$ cat src/rtl/gamma_result_demux.sv
// gamma_result_demux
//   Turns the multiplexed column's raw output_spikes into one first-spike-time
//   result per gamma window. Each result is tagged with the network that
//   owned the window and carries a winner index (the earliest spiking neuron).
//   Results are queued in a small registered FIFO behind a valid/ready
//   handshake.
//
// Optional feature macro: GAMMA_SPIKE_COUNT_EN
//   When this macro is defined, the block adds the res_counts port. It holds a
//   per-neuron count of spike cycles in each window, saturating at TMAX.
//
// Ports
//   clk           system clock
//   rstb          asynchronous active-low reset
//   grst          gamma reset pulse; its cycle closes (commits) the window
//   output_spikes per-neuron spikes for the current cycle
//   res_ready     consumer accepts the head result
//   res_valid     FIFO non-empty
//   res_net       network id of the head result
//   res_times     per-neuron first-spike time, TMAX = no spike
//   res_any       at least one neuron spiked in that window
//   res_winner    index of the earliest spiking neuron (lowest index on ties)
//   overflow      sticky: a result was dropped because the FIFO was full
//   cur_net       network id of the window in progress
//   res_counts    per-neuron spike-cycle counts (GAMMA_SPIKE_COUNT_EN only)
module gamma_result_demux #(
  parameter int Q     = 2,
  parameter int NNET  = 2,
  parameter int TRES  = 3,
  parameter int DEPTH = 2,
  localparam int NW   = (NNET > 1) ? $clog2(NNET) : 1,
  localparam int QW   = (Q > 1) ? $clog2(Q) : 1,
  localparam int PW   = (DEPTH > 1) ? $clog2(DEPTH) : 1,
  localparam int CW   = $clog2(DEPTH + 1)
) (
  input  logic                      clk,
  input  logic                      rstb,
  input  logic                      grst,
  input  logic [Q-1:0]              output_spikes,
  input  logic                      res_ready,
  output logic                      res_valid,
  output logic [NW-1:0]             res_net,
  output logic [Q-1:0][TRES-1:0]    res_times,
  output logic                      res_any,
  output logic [QW-1:0]             res_winner,
  output logic                      overflow,
  output logic [NW-1:0]             cur_net
`ifdef GAMMA_SPIKE_COUNT_EN
  ,
  output logic [Q-1:0][TRES-1:0]    res_counts
`endif
);

  localparam logic [TRES-1:0] TMAX = '1;

  logic [TRES-1:0]          t_q, t_d;
  logic [Q-1:0][TRES-1:0]   cap_q, cap_d;
  logic [NW-1:0]            cur_net_q, cur_net_d;
  logic [PW-1:0]            wr_ptr_q, wr_ptr_d, rd_ptr_q, rd_ptr_d;
  logic [CW-1:0]            occ_q, occ_d;
  logic                     ovf_q, ovf_d;

  logic [NW-1:0]            mem_net_q   [DEPTH];
  logic [NW-1:0]            mem_net_d   [DEPTH];
  logic [Q-1:0][TRES-1:0]   mem_times_q [DEPTH];
  logic [Q-1:0][TRES-1:0]   mem_times_d [DEPTH];
  logic                     mem_any_q   [DEPTH];
  logic                     mem_any_d   [DEPTH];
  logic [QW-1:0]            mem_win_q   [DEPTH];
  logic [QW-1:0]            mem_win_d   [DEPTH];

  logic                     win_any;
  logic [QW-1:0]            win_idx;
  logic [TRES-1:0]          win_best;
  logic                     full, pop, do_push;

`ifdef GAMMA_SPIKE_COUNT_EN
  logic [Q-1:0][TRES-1:0]   cnt_q, cnt_d;
  logic [Q-1:0][TRES-1:0]   mem_cnt_q [DEPTH];
  logic [Q-1:0][TRES-1:0]   mem_cnt_d [DEPTH];
`endif

  // Window timing, first-spike capture, and network rotation.
  always_comb begin
    t_d       = t_q;
    cap_d     = cap_q;
    cur_net_d = cur_net_q;
    if (grst) begin
      t_d       = '0;
      cap_d     = '1;  // every neuron back to TMAX
      cur_net_d = (cur_net_q == NW'(NNET - 1)) ? '0 : cur_net_q + 1'b1;
    end else begin
      if (t_q != TMAX - 1'b1) t_d = t_q + 1'b1;
      for (int unsigned i = 0; i < Q; i++) begin
        if (output_spikes[i] && cap_q[i] == TMAX) cap_d[i] = t_q;
      end
    end
  end

`ifdef GAMMA_SPIKE_COUNT_EN
  always_comb begin
    cnt_d = cnt_q;
    if (grst) begin
      cnt_d = '0;
    end else begin
      for (int unsigned i = 0; i < Q; i++) begin
        if (output_spikes[i] && cnt_q[i] != TMAX) cnt_d[i] = cnt_q[i] + 1'b1;
      end
    end
  end
`endif

  // Earliest captured time wins; a strict compare keeps the lowest index on ties.
  always_comb begin
    win_any  = 1'b0;
    win_idx  = '0;
    win_best = TMAX;
    for (int unsigned i = 0; i < Q; i++) begin
      if (cap_q[i] != TMAX) begin
        win_any = 1'b1;
        if (cap_q[i] < win_best) begin
          win_best = cap_q[i];
          win_idx  = QW'(i);
        end
      end
    end
  end

  // FIFO control. When the FIFO is full, a push is still accepted if a pop
  // happens in the same cycle. In that case the write lands on the slot that
  // is being vacated.
  always_comb begin
    full      = (occ_q == CW'(DEPTH));
    pop       = res_valid && res_ready;
    do_push   = grst && (!full || pop);
    ovf_d     = ovf_q | (grst && full && !pop);
    wr_ptr_d  = wr_ptr_q;
    rd_ptr_d  = rd_ptr_q;
    occ_d     = occ_q;
    mem_net_d   = mem_net_q;
    mem_times_d = mem_times_q;
    mem_any_d   = mem_any_q;
    mem_win_d   = mem_win_q;
`ifdef GAMMA_SPIKE_COUNT_EN
    mem_cnt_d   = mem_cnt_q;
`endif
    if (do_push) begin
      mem_net_d[wr_ptr_q]   = cur_net_q;
      mem_times_d[wr_ptr_q] = cap_q;
      mem_any_d[wr_ptr_q]   = win_any;
      mem_win_d[wr_ptr_q]   = win_idx;
`ifdef GAMMA_SPIKE_COUNT_EN
      mem_cnt_d[wr_ptr_q]   = cnt_q;
`endif
      wr_ptr_d = (wr_ptr_q == PW'(DEPTH - 1)) ? '0 : wr_ptr_q + 1'b1;
    end
    if (pop) rd_ptr_d = (rd_ptr_q == PW'(DEPTH - 1)) ? '0 : rd_ptr_q + 1'b1;
    if (do_push && !pop)      occ_d = occ_q + 1'b1;
    else if (!do_push && pop) occ_d = occ_q - 1'b1;
  end

  always_ff @(posedge clk or negedge rstb) begin
    if (!rstb) begin
      t_q       <= '0;
      cap_q     <= '1;
      cur_net_q <= '0;
      wr_ptr_q  <= '0;
      rd_ptr_q  <= '0;
      occ_q     <= '0;
      ovf_q     <= 1'b0;
      for (int unsigned i = 0; i < DEPTH; i++) begin
        mem_net_q[i]   <= '0;
        mem_times_q[i] <= '0;
        mem_any_q[i]   <= 1'b0;
        mem_win_q[i]   <= '0;
      end
    end else begin
      t_q         <= t_d;
      cap_q       <= cap_d;
      cur_net_q   <= cur_net_d;
      wr_ptr_q    <= wr_ptr_d;
      rd_ptr_q    <= rd_ptr_d;
      occ_q       <= occ_d;
      ovf_q       <= ovf_d;
      mem_net_q   <= mem_net_d;
      mem_times_q <= mem_times_d;
      mem_any_q   <= mem_any_d;
      mem_win_q   <= mem_win_d;
    end
  end

`ifdef GAMMA_SPIKE_COUNT_EN
  always_ff @(posedge clk or negedge rstb) begin
    if (!rstb) begin
      cnt_q <= '0;
      for (int unsigned i = 0; i < DEPTH; i++) mem_cnt_q[i] <= '0;
    end else begin
      cnt_q     <= cnt_d;
      mem_cnt_q <= mem_cnt_d;
    end
  end
`endif

  always_comb begin
    res_valid  = (occ_q != '0);
    res_net    = res_valid ? mem_net_q[rd_ptr_q]   : '0;
    res_times  = res_valid ? mem_times_q[rd_ptr_q] : '0;
    res_any    = res_valid ? mem_any_q[rd_ptr_q]   : 1'b0;
    res_winner = res_valid ? mem_win_q[rd_ptr_q]   : '0;
`ifdef GAMMA_SPIKE_COUNT_EN
    res_counts = res_valid ? mem_cnt_q[rd_ptr_q]   : '0;
`endif
    overflow   = ovf_q;
    cur_net    = cur_net_q;
  end

endmodule

$ cat config.mk
export PLATFORM = sky130hd
export DESIGN_NAME = gamma_result_demux
export DESIGN_NICKNAME = d
export VERILOG_FILES = /design/src/rtl/gamma_result_demux.sv
export SDC_FILE = /design/constraint.sdc
export NUM_CORES = 1
export LEC_CHECK = 0
export ABC_AREA = 1
export BUFFER_PORTS_ARGS = -buffer_cell sky130_fd_sc_hd__buf_2
export CAP_MARGIN = 5
export CORE_UTILIZATION = 55
export CTS_CLUSTER_SIZE = 10
export DETAILED_ROUTE_END_ITERATION = 8
export PLACE_DENSITY = 0.76
export SLEW_MARGIN = 20
export SYNTH_ARGS = -nofsm -noshare
export SYNTH_HDL_FRONTEND = slang
export SYNTH_SLANG_ARGS = --single-unit
$ cat constraint.sdc
create_clock -name clk -period 2.9 [get_ports clk]
set_input_delay 0.145 -clock clk [delete_from_list [all_inputs] [get_ports clk]]
set_output_delay 0.145 -clock clk [all_outputs]
set_load 0.02 [all_outputs]
; Word-level counts from Yosys, hierarchy flattened
; Cells that the tools add are included.
; W data, S select, Z words.
[op_classes]
add_sub_neg = 6
magnitude_cmp = 5
n_eq_ne = 6
muxes = 40
bitwise_logic = 3
n_reduce_logical = 18
[op_table]
columns = cell, n
row1 = $mux W6, 6
row2 = $mux W1, 20
row3 = $mux W3, 6
row4 = $bwmux W12, 1
row5 = $reduce_bool A2 Y1, 5
row6 = $logic_and A1 B1 Y1, 9
row7 = $ne A3 B3 Y1 const B, 3
row8 = $bwmux W2, 3
row9 = $demux W6 S1, 1
row10 = $eq A3 B3 Y1 const B, 2
row11 = $ge A2 B2 Y1 const B, 2
row12 = $mux W2, 2
row13 = $not A1 Y2, 2
row14 = $add A1 B1 Y1 const B, 3
row15 = $add A3 B1 Y3 const B, 1
row16 = $logic_not A1 Y1, 3
row17 = $lt A3 B3 Y1, 1
row18 = $lt A3 B3 Y1 const B, 1
row19 = $add A2 B1 Y2 const B, 1
row20 = $eq A2 B2 Y1 const B, 1
row21 = $lt A2 B1 Y1 const B, 1
row22 = $sub A2 B1 Y2 const B, 1
row23 = $demux W1 S1, 1
row24 = $logic_or A1 B1 Y1, 1
row25 = $or A1 B1 Y1, 1
[totals]
reg_bits = 33
output_inout_bits = 12
word_cells = 96

; Logic depth before layout (Yosys ltp)
; Gate-level depths: netlist of the first run.
[depth]
word_depth = 8
depth_mapped = 9
ltp_nobuf = 9

; Least setup slack after synthesis of the first run
; Ideal clock, no wire load.
[synth_timing]
path_kind = reg-to-reg
from = reg occ_q[1]
to = reg occ_q[1]
setup_ns = 0.126
arrival_time_ns = 1.454
t_required_ns = 2.774
setup_slack_ns = 1.320
path_stages_with_launch = 7
n_path_buf = 0
period_less_slack_ns = 1.580
cell_sequence = dfrtp_1 -> nor2_2 -> inv_2 -> nand2_2 -> ha_1 -> nand3b_1 -> xnor2_1
[synth_via]
elab_chain_len = 7
elab_cells_between_ends = 15
[synth_rtl]
columns = item, line_no
row1 = start: declaration, 60  ; logic [CW-1:0] occ_q, occ_d;
row2 = start signal: assignment, 169  ; occ_q <= '0;
row3 = start signal: assignment, 183  ; occ_q <= occ_d;
row4 = $reduce_bool A2 Y1 *, 205  ; res_valid = (occ_q != '0);
row5 = net res_valid, 41  ; output logic res_valid,
row6 = $logic_and A1 B1 Y1 *, 134  ; pop = res_valid && res_ready;
row7 = $logic_or A1 B1 Y1, 135  ; do_push = grst && (!full || pop);
row8 = $logic_and A1 B1 Y1, 135
row9 = $logic_not A1 Y1, 159  ; else if (!do_push && pop) occ_d = occ_q - 1'b1;
row10 = $logic_and A1 B1 Y1, 159
row11 = $reduce_bool A2 Y1 (no line), n/a
; The timed path passes the listed nets; every way through them passes the cells marked *. The select of a mux whose other input is x is not followed.
; A chain may end at the register's enable or synchronous reset.

; Final worst setup path of the first run
[layout_timing]
from = reg rd_ptr_q
to = out res_net
[layout_via]
elab_chain_len = 5
[layout_rtl]
columns = item, line_no
row1 = start: declaration, 59  ; logic [PW-1:0] wr_ptr_q, wr_ptr_d, rd_ptr_q, rd_ptr_d;
row2 = start signal: assignment, 182  ; rd_ptr_q <= rd_ptr_d;
row3 = $not A1 Y2 (implied by the code), 206  ; res_net = res_valid ? mem_net_q[rd_ptr_q] : '0;
row4 = $mux W1 (implied by the code) (3 in a row), 206
row5 = $mux W1, 206
row6 = end: declaration, 42  ; output logic [NW-1:0] res_net,
; Every way passes these cells. The select of a mux whose other input is x is not followed.

==> metrics.txt, run 1 <==
core area 2780 sq um; Crit Path Max Fanout 10; syn_nets 186; # diodes 0; # nets final 207; Synth Cell Area 1630 sq um; switch share 43.5%; grt total ovfl 0; Tcrit/Tclk final 63.3%; CTS HTree Levels 2; CP startpoint rd_ptr_q$_DFFE_PN0P_; CTS resizes 0; IO Port Bufs 17; chip height 56.4 um; Num CTS Buffers 5; Area Growth Syn to Fin 9.70%; fmax 545 MHz; sequential share of power 41.7%; Netlist cell types 23; P_leak 0.885 nW; VDD IR-drop max 0.707 mV; Worst Slack Setup Final 1.06 ns; total power 1.91 mW; dpl cell area 1710 sq um; commonest non-fill, non-tap cells in the layout 51 x nand2_1, 27 x dfrtp_1, 17 x buf_2; RSZ-0062 raised after global routing no; Tot GR Track Use 22.6%; Max Root-Sink Buffers 2; DRC Markers 0; worst skew pair latency 0.33 ns; Die Span X 56.4 um; fin. max-slew vios 0; setup tns final 0 ns; final wirelength 3020 um; gpl congestion 0.785; Max Cap Viol 0; TritonCTS Sinks 33; worst slew pin tran 0.711 ns; clock power share 13.9%; cell-internal power 1.08 mW; Setup crit start kind flip-flop; Syn. warnings 0; CP Capture Type output pin; Hold Path Origin res_ready; CTS tree built; Worst Skew 0.00856 ns; Avg Cell Area, Syn 9.29 sq um; combinational power share 44.3%; die area 3180 sq um; outcome finished clean; HPWL after detailed placement 2140 um; initial antenna violation count 0; Initial Util 58.4%; largest net degree at the start of global routing 34; Syn Inst Count 175; pwr dens 1070 nW/um^2; CTS clk-pin slew, worst paths 0.10 ns; Slew HR 52.6%; first-pass GRT wire length 5350 um; area of the multi-input gates 689 sq um; pre-CTS WS 1.19 ns; Req. time, crit path 2.76 ns; DR vias 1222; design area 1780 sq um; # hold bufs at CTS 1; fill count 251; Post-DRT Antenna Nets 0; post-CTS setup buffer count 0; Cell Rows 19; drt first pass iters 4; NetSw 832 uW; Final Util 64.1%; per-cell routed wire length 13.3 um; Final Hold Viols 0; sequential area share after synthesis 51.3%; minimum clock period 1.84 ns; vias in the first global route 1204; Worst Path Class, Setup flip-flop to output pin; share of post-route cells with drive strength above 1 26.4%; via/cell ratio 5.36; worst hold path cell count 3; reg-to-reg startpoint occ_q[1]$_DFFE_PN0P_; Iteration-0 DRC Markers 50; CTS Root Cell clkbuf_4; Reg area 833 sq um; Synth Register Bits 33; # setup viols final 0; crit path DAT 1.69 ns; worst min path class input port to flip-flop; commonest non-fill, non-tap cell in the layout nand2_1; io pins 18; R2R cell count 6
## synthesized netlist by cell type
| cell | count | share of area (%) |
|---|---|---|
| o21ai_0 | 7 | 2.2 |
| buf_4 | 1 | 0.46 |
| dfstp_2 | 6 | 9.7 |
| nand3b_1 | 1 | 0.46 |
| nand3_1 | 4 | 1.2 |
| nand3_4 | 3 | 3.2 |
| nand2_1 | 51 | 12 |
| clkinv_1 | 1 | 0.23 |
| inv_2 | 2 | 0.46 |
| inv_1 | 15 | 3.5 |
| o21ai_2 | 16 | 8.6 |
| buf_2 | 1 | 0.31 |
| a21oi_1 | 14 | 4.3 |
| buf_6 | 2 | 1.4 |
| xnor2_1 | 3 | 1.6 |
| ha_1 | 5 | 3.8 |
| nor2_1 | 9 | 2.1 |
| nor2_2 | 1 | 0.39 |
| xor2_1 | 2 | 1.1 |
| dfrtp_1 | 27 | 42 |
| o21bai_1 | 1 | 0.46 |
| nand2_2 | 1 | 0.39 |
| nand4_1 | 2 | 0.77 |
## power groups by stage
stage          sequential (mW)  clock, mW  combinational (mW)
2_1_floorplan            0.769          0               0.673
3_3_place_gp             0.793          0               0.824
3_5_place_dp             0.806          0               0.856
4_1_cts                  0.799      0.277               0.860
5_1_grt                  0.825      0.296               0.947
6_report                 0.798      0.267               0.849
## worst max-delay path, stage by stage, from the launching register on
cell and delay (ns):
dfrtp_1 0.55, clkinv_1 0.39, nand2_1 0.15, a21oi_1 0.07, buf_2 0.18
## state kept, by name, summed over array words and instances, names as in the netlist, 2 cells and up
register / count
t_q: 3
mem_times_q: 12
mem_any_q: 2
occ_q: 2
cap_q: 6
mem_win_q: 2
mem_net_q: 2
## logic make-up (layout without fill, tap and decap cells)
group | count (synthesis) | count (layout) | share of synthesized area [%]
AO/OA/AOI/OAI | 38 | 38 | 15.6
XOR/XNOR | 5 | 5 | 2.69
adder cells (fa/ha/maj) | 5 | 5 | 3.85
buffers and inverters | 22 | 44 | 6.31
flip-flops | 33 | 33 | 51.3
AND/OR/NAND/NOR | 72 | 72 | 20.3
## layout make-up
class,instances,share of cell area (%)
clock buffers,8,3.30
inverters,18,3.79
multi-input cells,120,38.7
flip-flops and latches,33,46.7
well taps,31,2.18
repair buffers,18,5.33
## stage by stage
| stage | cells | hold WS, ns |
|---|---|---|
| 2_1_floorplan | 175 | -0.151 |
| 3_3_place_gp | 219 | 0.222 |
| 3_5_place_dp | 219 | 0.238 |
| 4_1_cts | 228 | 0.0805 |
| 5_1_grt | 228 | 0.0916 |
| 6_report | 228 | 0.0868 |
## per-layer routing
layer  global-route usage [%]  share of wire (%)  vias up
met4                     10.8                2.4        0
met2                     36.2                 50       24
met3                     7.60                4.2        8
li1                         -                  -      607
met5                        0                  0        -
met1                     27.6                 44      583
## final timing paths
kind | endpoint | slack, ns
max in group asynchronous | cur_net$_DFFE_PN0P_ | 2.05
hold / removal | rd_ptr_q$_DFFE_PN0P_ | 0.09
hold reg to reg | mem_win_q[0]$_DFFE_PN0P_ | 0.49
setup / recovery | res_net | 1.06
setup reg to reg | occ_q[1]$_DFFE_PN0P_ | 1.19
min in group asynchronous | rd_ptr_q$_DFFE_PN0P_ | 0.39
Note: power is estimated with default switching activity, not from simulation.
==> run 2, diff against run 1 <==
==> constraint.sdc (replaced) <==
create_clock -name clk -period 1.8 [get_ports clk]
set_input_delay 0.09 -clock clk [delete_from_list [all_inputs] [get_ports clk]]
set_output_delay 0.09 -clock clk [all_outputs]
set_load 0.02 [all_outputs]
==> run 2 against run 1 <==
Against the previous run: critical path depth grew 3; die area is the same; worst hold slack lost 0.065 ns; register-to-register slack lost 0.89 ns; clock power grew 78%; sequential power grew 57%; global-route usage shrank 0.93 points; sequential share of layout area shrank 0.68 points; power grew 65%; highest routed layer unchanged.
==> metrics.txt, run 2 (synthesized netlist as in run 1, its figures left out) <==
IO Port Bufs 17; dpl cell area 1730 sq um; Top Registers mem_times_q: 12 flops, cap_q: 6 flops, t_q: 3 flops; total power 3.16 mW; outcome finished clean; Post-DRT Antenna Nets 0; TritonCTS Sinks 33; Max Cap Viol 0; CTS clk-pin slew, worst paths 0.10 ns; initial antenna violation count 0; worst min path class input port to flip-flop; P_leak 0.904 nW; crit path DAT 1.73 ns; Cell Rows 19; die area 3180 sq um; Final Hold Viols 0; share of post-route cells with drive strength above 1 28.1%; CTS HTree Levels 2; largest net degree at the start of global routing 34; Worst Slack Setup Final 0.302 ns; chip height 56.4 um; DR vias 1240; Final Util 65.0%; Worst Path Class, Setup flip-flop to flip-flop; RSZ-0062 raised after global routing no; minimum clock period 1.50 ns; CTS tree built; Area Growth Syn to Fin 11.3%; Finished Layout Cells 230; pwr dens 1750 nW/um^2; grt total ovfl 0; Slew HR 52.1%; per-cell routed wire length 13.2 um; commonest non-fill, non-tap cell in the layout nand2_1; drt first pass iters 5; Num CTS Buffers 5; DRC Markers 0; Tcrit/Tclk final 83.2%; gpl congestion 0.781; VDD IR-drop max 1.34 mV; Tot GR Track Use 21.7%; io pins 18; CP Capture Type flip-flop; Req. time, crit path 2.03 ns; fin. max-slew vios 0; core area 2780 sq um; Worst Skew 0.00526 ns; worst slew pin tran 0.719 ns; via/cell ratio 5.39; Die Span X 56.4 um; Iteration-0 DRC Markers 46; setup tns final 0 ns; final hold slack 0.0220 ns; final wirelength 3030 um; Crit Path Max Fanout 4; CTS Root Cell clkbuf_4; commonest non-fill, non-tap cells in the layout 51 x nand2_1, 27 x dfrtp_1, 17 x buf_2; # diodes 0; HPWL after detailed placement 2120 um; first-pass GRT wire length 5300 um; Max Root-Sink Buffers 2; Initial Util 58.4%; placed cells 221; worst skew pair latency 0.33 ns; R2R cell count 7; Setup crit start kind flip-flop; CTS resizes 0; post-CTS setup buffer count 0; # nets final 209; vias in the first global route 1241; design area 1810 sq um; Largest register FFs 12; fmax 668 MHz; Biggest register mem_times_q; pre-CTS WS 0.297 ns; worst hold path cell count 3; # setup viols final 0
## run 2: area by class of cell
| class | count | area (sq um) |
|---|---|---|
| clock inverters | 1 | 5.00 |
| flip-flops and latches | 33 | 833 |
| clock buffers | 7 | 65.1 |
| inverters | 18 | 67.6 |
| multi-input cells | 120 | 689 |
| repair buffers | 20 | 110 |
| well taps | 31 | 38.8 |
| fillers | 243 | 972 |
## run 2: metal layers
layer	routed length, um	GRT usage [%]	part of all wire [%]	up-vias
met1	1350	26.8	45	596
met2	1530	37.1	51	25
met3	103	4.84	3.4	5
li1	-	-	-	614
met5	0	0	0	-
met4	44	8.36	1.5	0
## run 2: what timing repair did
action,4_1_cts,5_1_grt
hold buffers,1,0
endpoints found under the setup margin,0,0
endpoints found under the hold margin,27,0
## run 2: power breakdown
part / leakage [nW] / internal [mW] / switching, mW
clock network: 0.0413 / 0.226 / 0.249
logic: 0.475 / 0.531 / 0.903
registers: 0.387 / 1.05 / 0.205
total: 0.904 / 1.81 / 1.36
## run 2: final timing paths
kind	start	to	slack, ns
max	occ_q[0]$_DFFE_PN0P_	occ_q[1]$_DFFE_PN0P_	0.30
min	res_ready	rd_ptr_q$_DFFE_PN0P_	0.02
max reg2reg	occ_q[0]$_DFFE_PN0P_	occ_q[1]$_DFFE_PN0P_	0.30
min reg2reg	overflow$_DFF_PN0_	overflow$_DFF_PN0_	0.49
max in group asynchronous	rstb	wr_ptr_q$_DFFE_PN0N_	1.00
min in group asynchronous	rstb	mem_times_q[11]$_DFFE_PN0P_	0.33
## run 2: worst max-delay path, cell delays in order (launching register included)
cell,delay (ns)
dfrtp_1,0.45
inv_2,0.10
nand3_4,0.10
nand2_1,0.10
inv_1,0.05
ha_1,0.29
nand3b_1,0.19
xnor2_1,0.13
